`config.mk`:
```
export PLATFORM = sky130hd
export DESIGN_NAME = uart_mmio_bridge
export DESIGN_NICKNAME = d
export VERILOG_FILES = /design/src/rtl/uart_mmio_bridge.sv
export SDC_FILE = /design/constraint.sdc
export NUM_CORES = 1
export LEC_CHECK = 0
export CAP_MARGIN = 20
export CELL_PAD_IN_SITES_DETAIL_PLACEMENT = 1
export CELL_PAD_IN_SITES_GLOBAL_PLACEMENT = 2
export CORE_MARGIN = 5
export CORE_UTILIZATION = 25
export CTS_CLUSTER_DIAMETER = 40
export CTS_CLUSTER_SIZE = 14
export DETAILED_ROUTE_END_ITERATION = 10
export DONT_BUFFER_PORTS = 1
export PLACE_DENSITY_LB_ADDON = 0.2
export SETUP_SLACK_MARGIN = 0.5
export SKIP_LAST_GASP = 1
export SYNTH_ARGS = -nofsm -noshare
export SYNTH_HDL_FRONTEND = slang
export SYNTH_SLANG_ARGS = --single-unit
```
`constraint.sdc`:
```
create_clock -name i_clk -period 2.5 [get_ports i_clk]
set_input_delay 0.375 -clock i_clk [delete_from_list [all_inputs] [get_ports i_clk]]
set_output_delay 0.375 -clock i_clk [all_outputs]
set_load 0.02 [all_outputs]
```
`src/rtl/uart_mmio_bridge.sv`:
```
`timescale 1ns/1ps
// -----------------------------------------------------------------------------
// uart_mmio_bridge
//
// Memory-mapped register front end for the UART in the IO echo system. It sits
// between the CPU IO bus and the UART FIFO port. Each accepted CPU request
// becomes at most one single-cycle FIFO pop or push strobe. DATA accesses block
// while the FIFO is not ready, and abort with err after TIMEOUT wait cycles.
// STATUS reports and clears a sticky error flag. CONTROL enables a registered
// interrupt request.
//
// Register map (i_addr):
//   0 DATA     read pops the RX FIFO, write pushes the TX FIFO
//   1 STATUS   read {5'b0, err_sticky, tx_full, rx_empty}, clears err_sticky
//   2 CONTROL  bit0 rx_irq_en, bit1 tx_irq_en (read/write)
//   3 ID       read returns the ID parameter
//
// Ports:
//   i_clk       system clock, all state updates on the rising edge
//   i_rst_n     asynchronous reset, active low
//   i_req       CPU request strobe, sampled only while o_busy=0
//   i_we        1 = write, 0 = read (qualified by i_req)
//   i_addr      register address
//   i_wdata     write data (qualified by i_req & i_we)
//   o_rdata     read data, valid with o_ack and held until the next read ack
//   o_ack       one-cycle completion pulse
//   o_err       high with o_ack when a DATA access timed out
//   o_busy      high while a request is pending or o_ack is high
//   o_irq       registered interrupt request
//   o_rd_uart   one-cycle RX FIFO pop strobe
//   o_wr_uart   one-cycle TX FIFO push strobe
//   o_w_data    TX byte, valid while o_wr_uart=1
//   i_tx_full   TX FIFO full flag
//   i_rx_empty  RX FIFO empty flag
//   i_r_data    RX FIFO head byte
// -----------------------------------------------------------------------------
module uart_mmio_bridge #(
  parameter int unsigned TIMEOUT = 16,
  parameter logic [7:0]  ID      = 8'hA5
) (
  input  logic       i_clk,
  input  logic       i_rst_n,
  input  logic       i_req,
  input  logic       i_we,
  input  logic [1:0] i_addr,
  input  logic [7:0] i_wdata,
  output logic [7:0] o_rdata,
  output logic       o_ack,
  output logic       o_err,
  output logic       o_busy,
  output logic       o_irq,
  output logic       o_rd_uart,
  output logic       o_wr_uart,
  output logic [7:0] o_w_data,
  input  logic       i_tx_full,
  input  logic       i_rx_empty,
  input  logic [7:0] i_r_data
);

  // The wait counter only has to reach TIMEOUT-1, so it is sized for that.
  // With TIMEOUT=0 the counter is allowed to wrap because the timeout check
  // is disabled entirely.
  localparam int unsigned CW = (TIMEOUT < 2) ? 1 : $clog2(TIMEOUT);
  localparam logic [CW-1:0] CNT_LAST = (TIMEOUT == 0) ? '0 : CW'(TIMEOUT - 1);

  localparam logic [1:0] ADDR_DATA    = 2'd0;
  localparam logic [1:0] ADDR_STATUS  = 2'd1;
  localparam logic [1:0] ADDR_CONTROL = 2'd2;

  typedef enum logic [1:0] {
    S_IDLE    = 2'd0,
    S_WAIT_RX = 2'd1,
    S_WAIT_TX = 2'd2
  } state_t;

  state_t        r_state;
  logic [7:0]    r_rdata;
  logic [7:0]    r_w_data;
  logic [7:0]    r_wbuf;
  logic          r_ack;
  logic          r_err;
  logic          r_rd_uart;
  logic          r_wr_uart;
  logic          r_irq;
  logic [1:0]    r_ctrl;
  logic          r_err_sticky;
  logic [CW-1:0] r_cnt;

  state_t        w_state_nxt;
  logic [7:0]    w_rdata_nxt;
  logic [7:0]    w_w_data_nxt;
  logic [7:0]    w_wbuf_nxt;
  logic          w_ack_nxt;
  logic          w_err_nxt;
  logic          w_rd_nxt;
  logic          w_wr_nxt;
  logic          w_irq_nxt;
  logic [1:0]    w_ctrl_nxt;
  logic          w_sticky_nxt;
  logic [CW-1:0] w_cnt_nxt;

  logic          w_busy;
  logic          w_accept;
  logic          w_timeout;
  logic [7:0]    w_status;

  // Busy covers the ack cycle too. This forces a one-cycle gap between
  // back-to-back requests so the FIFO flags can settle after a strobe.
  assign w_busy    = (r_state != S_IDLE) | r_ack;
  assign w_accept  = i_req & ~w_busy;
  assign w_timeout = (TIMEOUT != 0) && (r_cnt == CNT_LAST);
  assign w_status  = {5'b00000, r_err_sticky, i_tx_full, i_rx_empty};

  // Next-state and next-output logic for the request FSM. Completion is
  // always registered: the edge that completes an access loads ack, the
  // strobe and the data outputs together, and they all drop one cycle later
  // because the pulse outputs default to zero here. In a wait state the
  // FIFO flag is checked before the timeout, so a FIFO that becomes ready on
  // the last wait cycle still completes normally.
  always_comb begin
    w_state_nxt  = r_state;
    w_rdata_nxt  = r_rdata;
    w_w_data_nxt = r_w_data;
    w_wbuf_nxt   = r_wbuf;
    w_ctrl_nxt   = r_ctrl;
    w_sticky_nxt = r_err_sticky;
    w_cnt_nxt    = r_cnt;
    w_ack_nxt    = 1'b0;
    w_err_nxt    = 1'b0;
    w_rd_nxt     = 1'b0;
    w_wr_nxt     = 1'b0;
    w_irq_nxt    = (r_ctrl[0] & ~i_rx_empty) | (r_ctrl[1] & ~i_tx_full);

    unique case (r_state)
      S_IDLE: begin
        if (w_accept) begin
          case (i_addr)
            ADDR_DATA: begin
              if (i_we) begin
                if (!i_tx_full) begin
                  w_w_data_nxt = i_wdata;
                  w_wr_nxt     = 1'b1;
                  w_ack_nxt    = 1'b1;
                end else begin
                  w_wbuf_nxt  = i_wdata;
                  w_cnt_nxt   = '0;
                  w_state_nxt = S_WAIT_TX;
                end
              end else begin
                if (!i_rx_empty) begin
                  w_rdata_nxt = i_r_data;
                  w_rd_nxt    = 1'b1;
                  w_ack_nxt   = 1'b1;
                end else begin
                  w_cnt_nxt   = '0;
                  w_state_nxt = S_WAIT_RX;
                end
              end
            end
            ADDR_STATUS: begin
              w_ack_nxt = 1'b1;
              if (!i_we) begin
                w_rdata_nxt  = w_status;
                w_sticky_nxt = 1'b0;
              end
            end
            ADDR_CONTROL: begin
              w_ack_nxt = 1'b1;
              if (i_we) begin
                w_ctrl_nxt = i_wdata[1:0];
              end else begin
                w_rdata_nxt = {6'b000000, r_ctrl};
              end
            end
            default: begin
              w_ack_nxt = 1'b1;
              if (!i_we) begin
                w_rdata_nxt = ID;
              end
            end
          endcase
        end
      end

      S_WAIT_RX: begin
        if (!i_rx_empty) begin
          w_rdata_nxt = i_r_data;
          w_rd_nxt    = 1'b1;
          w_ack_nxt   = 1'b1;
          w_cnt_nxt   = '0;
          w_state_nxt = S_IDLE;
        end else if (w_timeout) begin
          w_rdata_nxt  = 8'h00;
          w_ack_nxt    = 1'b1;
          w_err_nxt    = 1'b1;
          w_sticky_nxt = 1'b1;
          w_cnt_nxt    = '0;
          w_state_nxt  = S_IDLE;
        end else begin
          w_cnt_nxt = r_cnt + CW'(1);
        end
      end

      S_WAIT_TX: begin
        if (!i_tx_full) begin
          w_w_data_nxt = r_wbuf;
          w_wr_nxt     = 1'b1;
          w_ack_nxt    = 1'b1;
          w_cnt_nxt    = '0;
          w_state_nxt  = S_IDLE;
        end else if (w_timeout) begin
          w_ack_nxt    = 1'b1;
          w_err_nxt    = 1'b1;
          w_sticky_nxt = 1'b1;
          w_cnt_nxt    = '0;
          w_state_nxt  = S_IDLE;
        end else begin
          w_cnt_nxt = r_cnt + CW'(1);
        end
      end

      default: begin
        w_cnt_nxt   = '0;
        w_state_nxt = S_IDLE;
      end
    endcase
  end

  // State register for the FSM and every registered output. Reset is
  // asynchronous, so a transaction caught in a wait state is simply dropped:
  // no strobe and no ack ever appear for it.
  always_ff @(posedge i_clk or negedge i_rst_n) begin
    if (!i_rst_n) begin
      r_state      <= S_IDLE;
      r_rdata      <= 8'h00;
      r_w_data     <= 8'h00;
      r_wbuf       <= 8'h00;
      r_ack        <= 1'b0;
      r_err        <= 1'b0;
      r_rd_uart    <= 1'b0;
      r_wr_uart    <= 1'b0;
      r_irq        <= 1'b0;
      r_ctrl       <= 2'b00;
      r_err_sticky <= 1'b0;
      r_cnt        <= '0;
    end else begin
      r_state      <= w_state_nxt;
      r_rdata      <= w_rdata_nxt;
      r_w_data     <= w_w_data_nxt;
      r_wbuf       <= w_wbuf_nxt;
      r_ack        <= w_ack_nxt;
      r_err        <= w_err_nxt;
      r_rd_uart    <= w_rd_nxt;
      r_wr_uart    <= w_wr_nxt;
      r_irq        <= w_irq_nxt;
      r_ctrl       <= w_ctrl_nxt;
      r_err_sticky <= w_sticky_nxt;
      r_cnt        <= w_cnt_nxt;
    end
  end

  assign o_rdata   = r_rdata;
  assign o_w_data  = r_w_data;
  assign o_ack     = r_ack;
  assign o_err     = r_err;
  assign o_rd_uart = r_rd_uart;
  assign o_wr_uart = r_wr_uart;
  assign o_irq     = r_irq;
  assign o_busy    = w_busy;

endmodule

```
==> impl_metrics.json <==
{
  "status": "complete, no violations",
  "skew_ns": 0.00472,
  "wl_per_cell_um": 17.9,
  "wirelength_um": 5240,
  "port_buffers": 0,
  "core_um2": 7770,
  "start_util_pct": 25.7,
  "gp_congestion": 0.759,
  "die-area_um2": 9860,
  "p_per_area_nw_per_um2": 1160,
  "hp-class": "in -> reg",
  "netlist_area_um2": 1990,
  "synth_area_per_cell_um2": 10.8,
  "die_y_um": 99.3,
  "synth-seq-area-share_pct": 47.7,
  "p_leak_nw": 0.985,
  "post-dp-hpwl_um": 3950,
  "synthDistinctLibCells": 38,
  "cts.htree.levels": 2,
  "synth_top_area_share_pct": 47.7,
  "track_usage_pct": 10.9,
  "worstSkewPairLatency_ns": 0.29,
  "arrival_ns": 2.08,
  "drt_first_pass_iters": 4,
  "grt_pass1_wl_um": 8420,
  "cp_max_fo": 12,
  "startpoint_type": "flop",
  "dp_cells": 281,
  "max_slew.worst_pin.slew_ns": 0.389,
  "tns_ns": 0,
  "floorplan.rows": 32,
  "cts_tree": "done",
  "critPathCaptureType": "flop",
  "path_clk_slew_ns": 0.07,
  "vias": 1418,
  "syn2layout_area_growth_pct": 13.4,
  "die_x_um": 99.3,
  "root_buffer": "clkbuf_8",
  "period_minus_slack_ns": 1.91,
  "antenna_found_initial": 0,
  "final_nets": 222,
  "slew_viol_final": 0,
  "multi_input_area_um2": 953,
  "avgViaCountPerCell": 4.86,
  "postRouteAntennaNets": 0,
  "ir_worst_vdd_mv": 0.311,
  "ys_seq_elements": 38,
  "r2r_slack_ns": 0.59,
  "dpl-instance-area_um2": 2110,
  "design_area_um2": 2260,
  "n_antenna_cell": 0,
  "hold_slack_ns": 0.143,
  "final_cells": 292,
  "netlist_instances": 184,
  "timing.fmax_ghz": 0.524,
  "cts_buffer_depth": 2,
  "first_global_vias": 1581,
  "path_class": "reg -> reg",
  "final_hold_viol_count": 0,
  "grt_overflow": 0,
  "yosysWarnings": 0,
  "final.fill_count": 877,
  "pin_count": 46,
  "finish.utilization_pct": 29.1,
  "seq_area_um2": 951,
  "cts_buffers": 5,
  "cts_sinks": 38,
  "rsz0062_at_grt": "false",
  "drive_above_1_share_pct": 18.4,
  "synth_top_area_cell": "dfrtp_1",
  "period_share_pct": 76.4,
  "synth.area.top_cells": "dfrtp_1 48%, mux2_2 8.5%, mux2i_1 7.5%, ha_1 5.6%, o21ai_0 3.5%",
  "setup_viol": 0,
  "required_ns": 2.67,
  "grt_max_degree": 39,
  "drc_errors": 0,
  "syn-num-nets": 217,
  "relSlewSlack_pct": 73.8,
  "max_cap_viol_count": 0,
  "drtIter0Drc": 48
}
## layout make-up
cell class | instances | share of cell area [%]
Clock buffer | 7 | 3.82
Clock inverter | 1 | 0.221
Inverter | 17 | 2.82
Multi-Input combinational cell | 119 | 42.1
Sequential cell | 38 | 42.0
Tap cell | 102 | 5.64
Timing Repair Buffer | 8 | 3.32
## where the power goes
part / switching (mW) / leakage, nW / total (mW) / internal [mW]
Combinational: 0.497 / 0.444 / 0.978 / 0.482
Sequential: 0.340 / 0.493 / 1.20 / 0.856
Clock: 0.216 / 0.0482 / 0.439 / 0.223
Total: 1.05 / 0.985 / 2.61 / 1.56
## worst max-delay path, stage by stage (launching register included)
cell and delay, ns:
dfrtp_1 0.42, inv_1 0.13, ha_4 0.22, and4b_1 0.32, and3_2 0.34, mux2_2 0.36
## metrics by stage
stage	power, mW	worst slack (ns)
2_1_floorplan	1.88	0.582
3_3_place_gp	2.07	0.471
3_5_place_dp	2.12	0.358
4_1_cts	2.63	0.522
5_1_grt	2.80	0.504
6_report	2.61	0.591
## routing by layer
metal / track usage (%) / vias to the layer above / part of all wire, %
met5: 0 / - / 0
met4: 3.78 / 0 / 1.2
met3: 3.51 / 7 / 5.1
met2: 18.9 / 23 / 53
met1: 12.5 / 727 / 41
li1: - / 661 / -
## cell usage after synthesis
master / n
clkbuf_1: 5
and3b_1: 1
a222oi_1: 1
and4b_1: 1
a21oi_1: 9
nor3b_1: 1
o221ai_1: 1
nor3_1: 2
and3_1: 1
o2bb2ai_1: 2
buf_2: 4
o31a_1: 1
nand2_1: 12
nand3_1: 7
nand4_1: 1
nor2_1: 4
or3_1: 2
nand4b_1: 1
mux2i_1: 15
ha_1: 9
mux2_2: 15
buf_6: 1
a22oi_1: 1
o32a_1: 1
and2b_1: 1
o22ai_1: 1
nand2b_1: 2
dfrtp_1: 38
a311oi_4: 1
nor2b_1: 3
o211ai_1: 1
a32oi_1: 1
inv_1: 17
a32o_1: 3
a21bo_2: 2
a221oi_1: 1
a41oi_1: 1
o21ai_0: 14
## cells by family after synthesis
group | Yosys count | synth area share, %
compound gates | 41 | 14.7
flops | 38 | 47.7
mux | 30 | 16.0
buf+inv | 27 | 5.71
fa+ha+maj | 9 | 5.65
simple gates | 39 | 10.2
## placed cells by master, fill, tap and decap left out, types with 2 or more instances in the layout
master     Yosys  routed
nor3_1         2       2
clkbuf_8       0       6
inv_1         17      17
nor2_1         4       4
buf_4          0       6
nand3_1        7       7
nand2_1       12      12
nor2b_1        3       3
o2bb2ai_1      2       2
o21ai_0       14      14
a21oi_1        9       8
ha_1           9       8
dfrtp_1       38      38
mux2i_1       15      15
a32o_1         3       3
nand2b_1       2       2
or3_1          2       2
mux2_2        15      15
## state kept, by name, summed over array words and instances, names as in the netlist
register and count:
o_rdata 8, o_w_data 8, r_wbuf 8, r_cnt 4, r_ctrl 2, r_state 2
o_ack 1, o_err 1, o_irq 1, o_rd_uart 1, o_wr_uart 1, r_err_sticky 1
## timing repair
action | 4_1_cts | 5_1_grt
pin swaps | 1 | 0
setup endpoints to repair | 16 | 16
setup buffers | 1 | 0
resized for setup | 3 | 2
hold buffers | 2 | 0
hold endpoints to repair | 38 | 0
## final timing paths
path	start	to	cells past startpoint
setup reg to reg	r_state[0]	r_wbuf[5]	5
hold reg to reg	r_wbuf[3]	r_wbuf[3]	1
setup / recovery	r_state[0]	r_wbuf[5]	5
min in group asynchronous	i_rst_n	o_ack	2
hold / removal	i_rx_empty	o_rd_uart	1
max in group asynchronous	i_rst_n	r_cnt[3]	2
No activity file was read; power rests on OpenSTA's default activity.
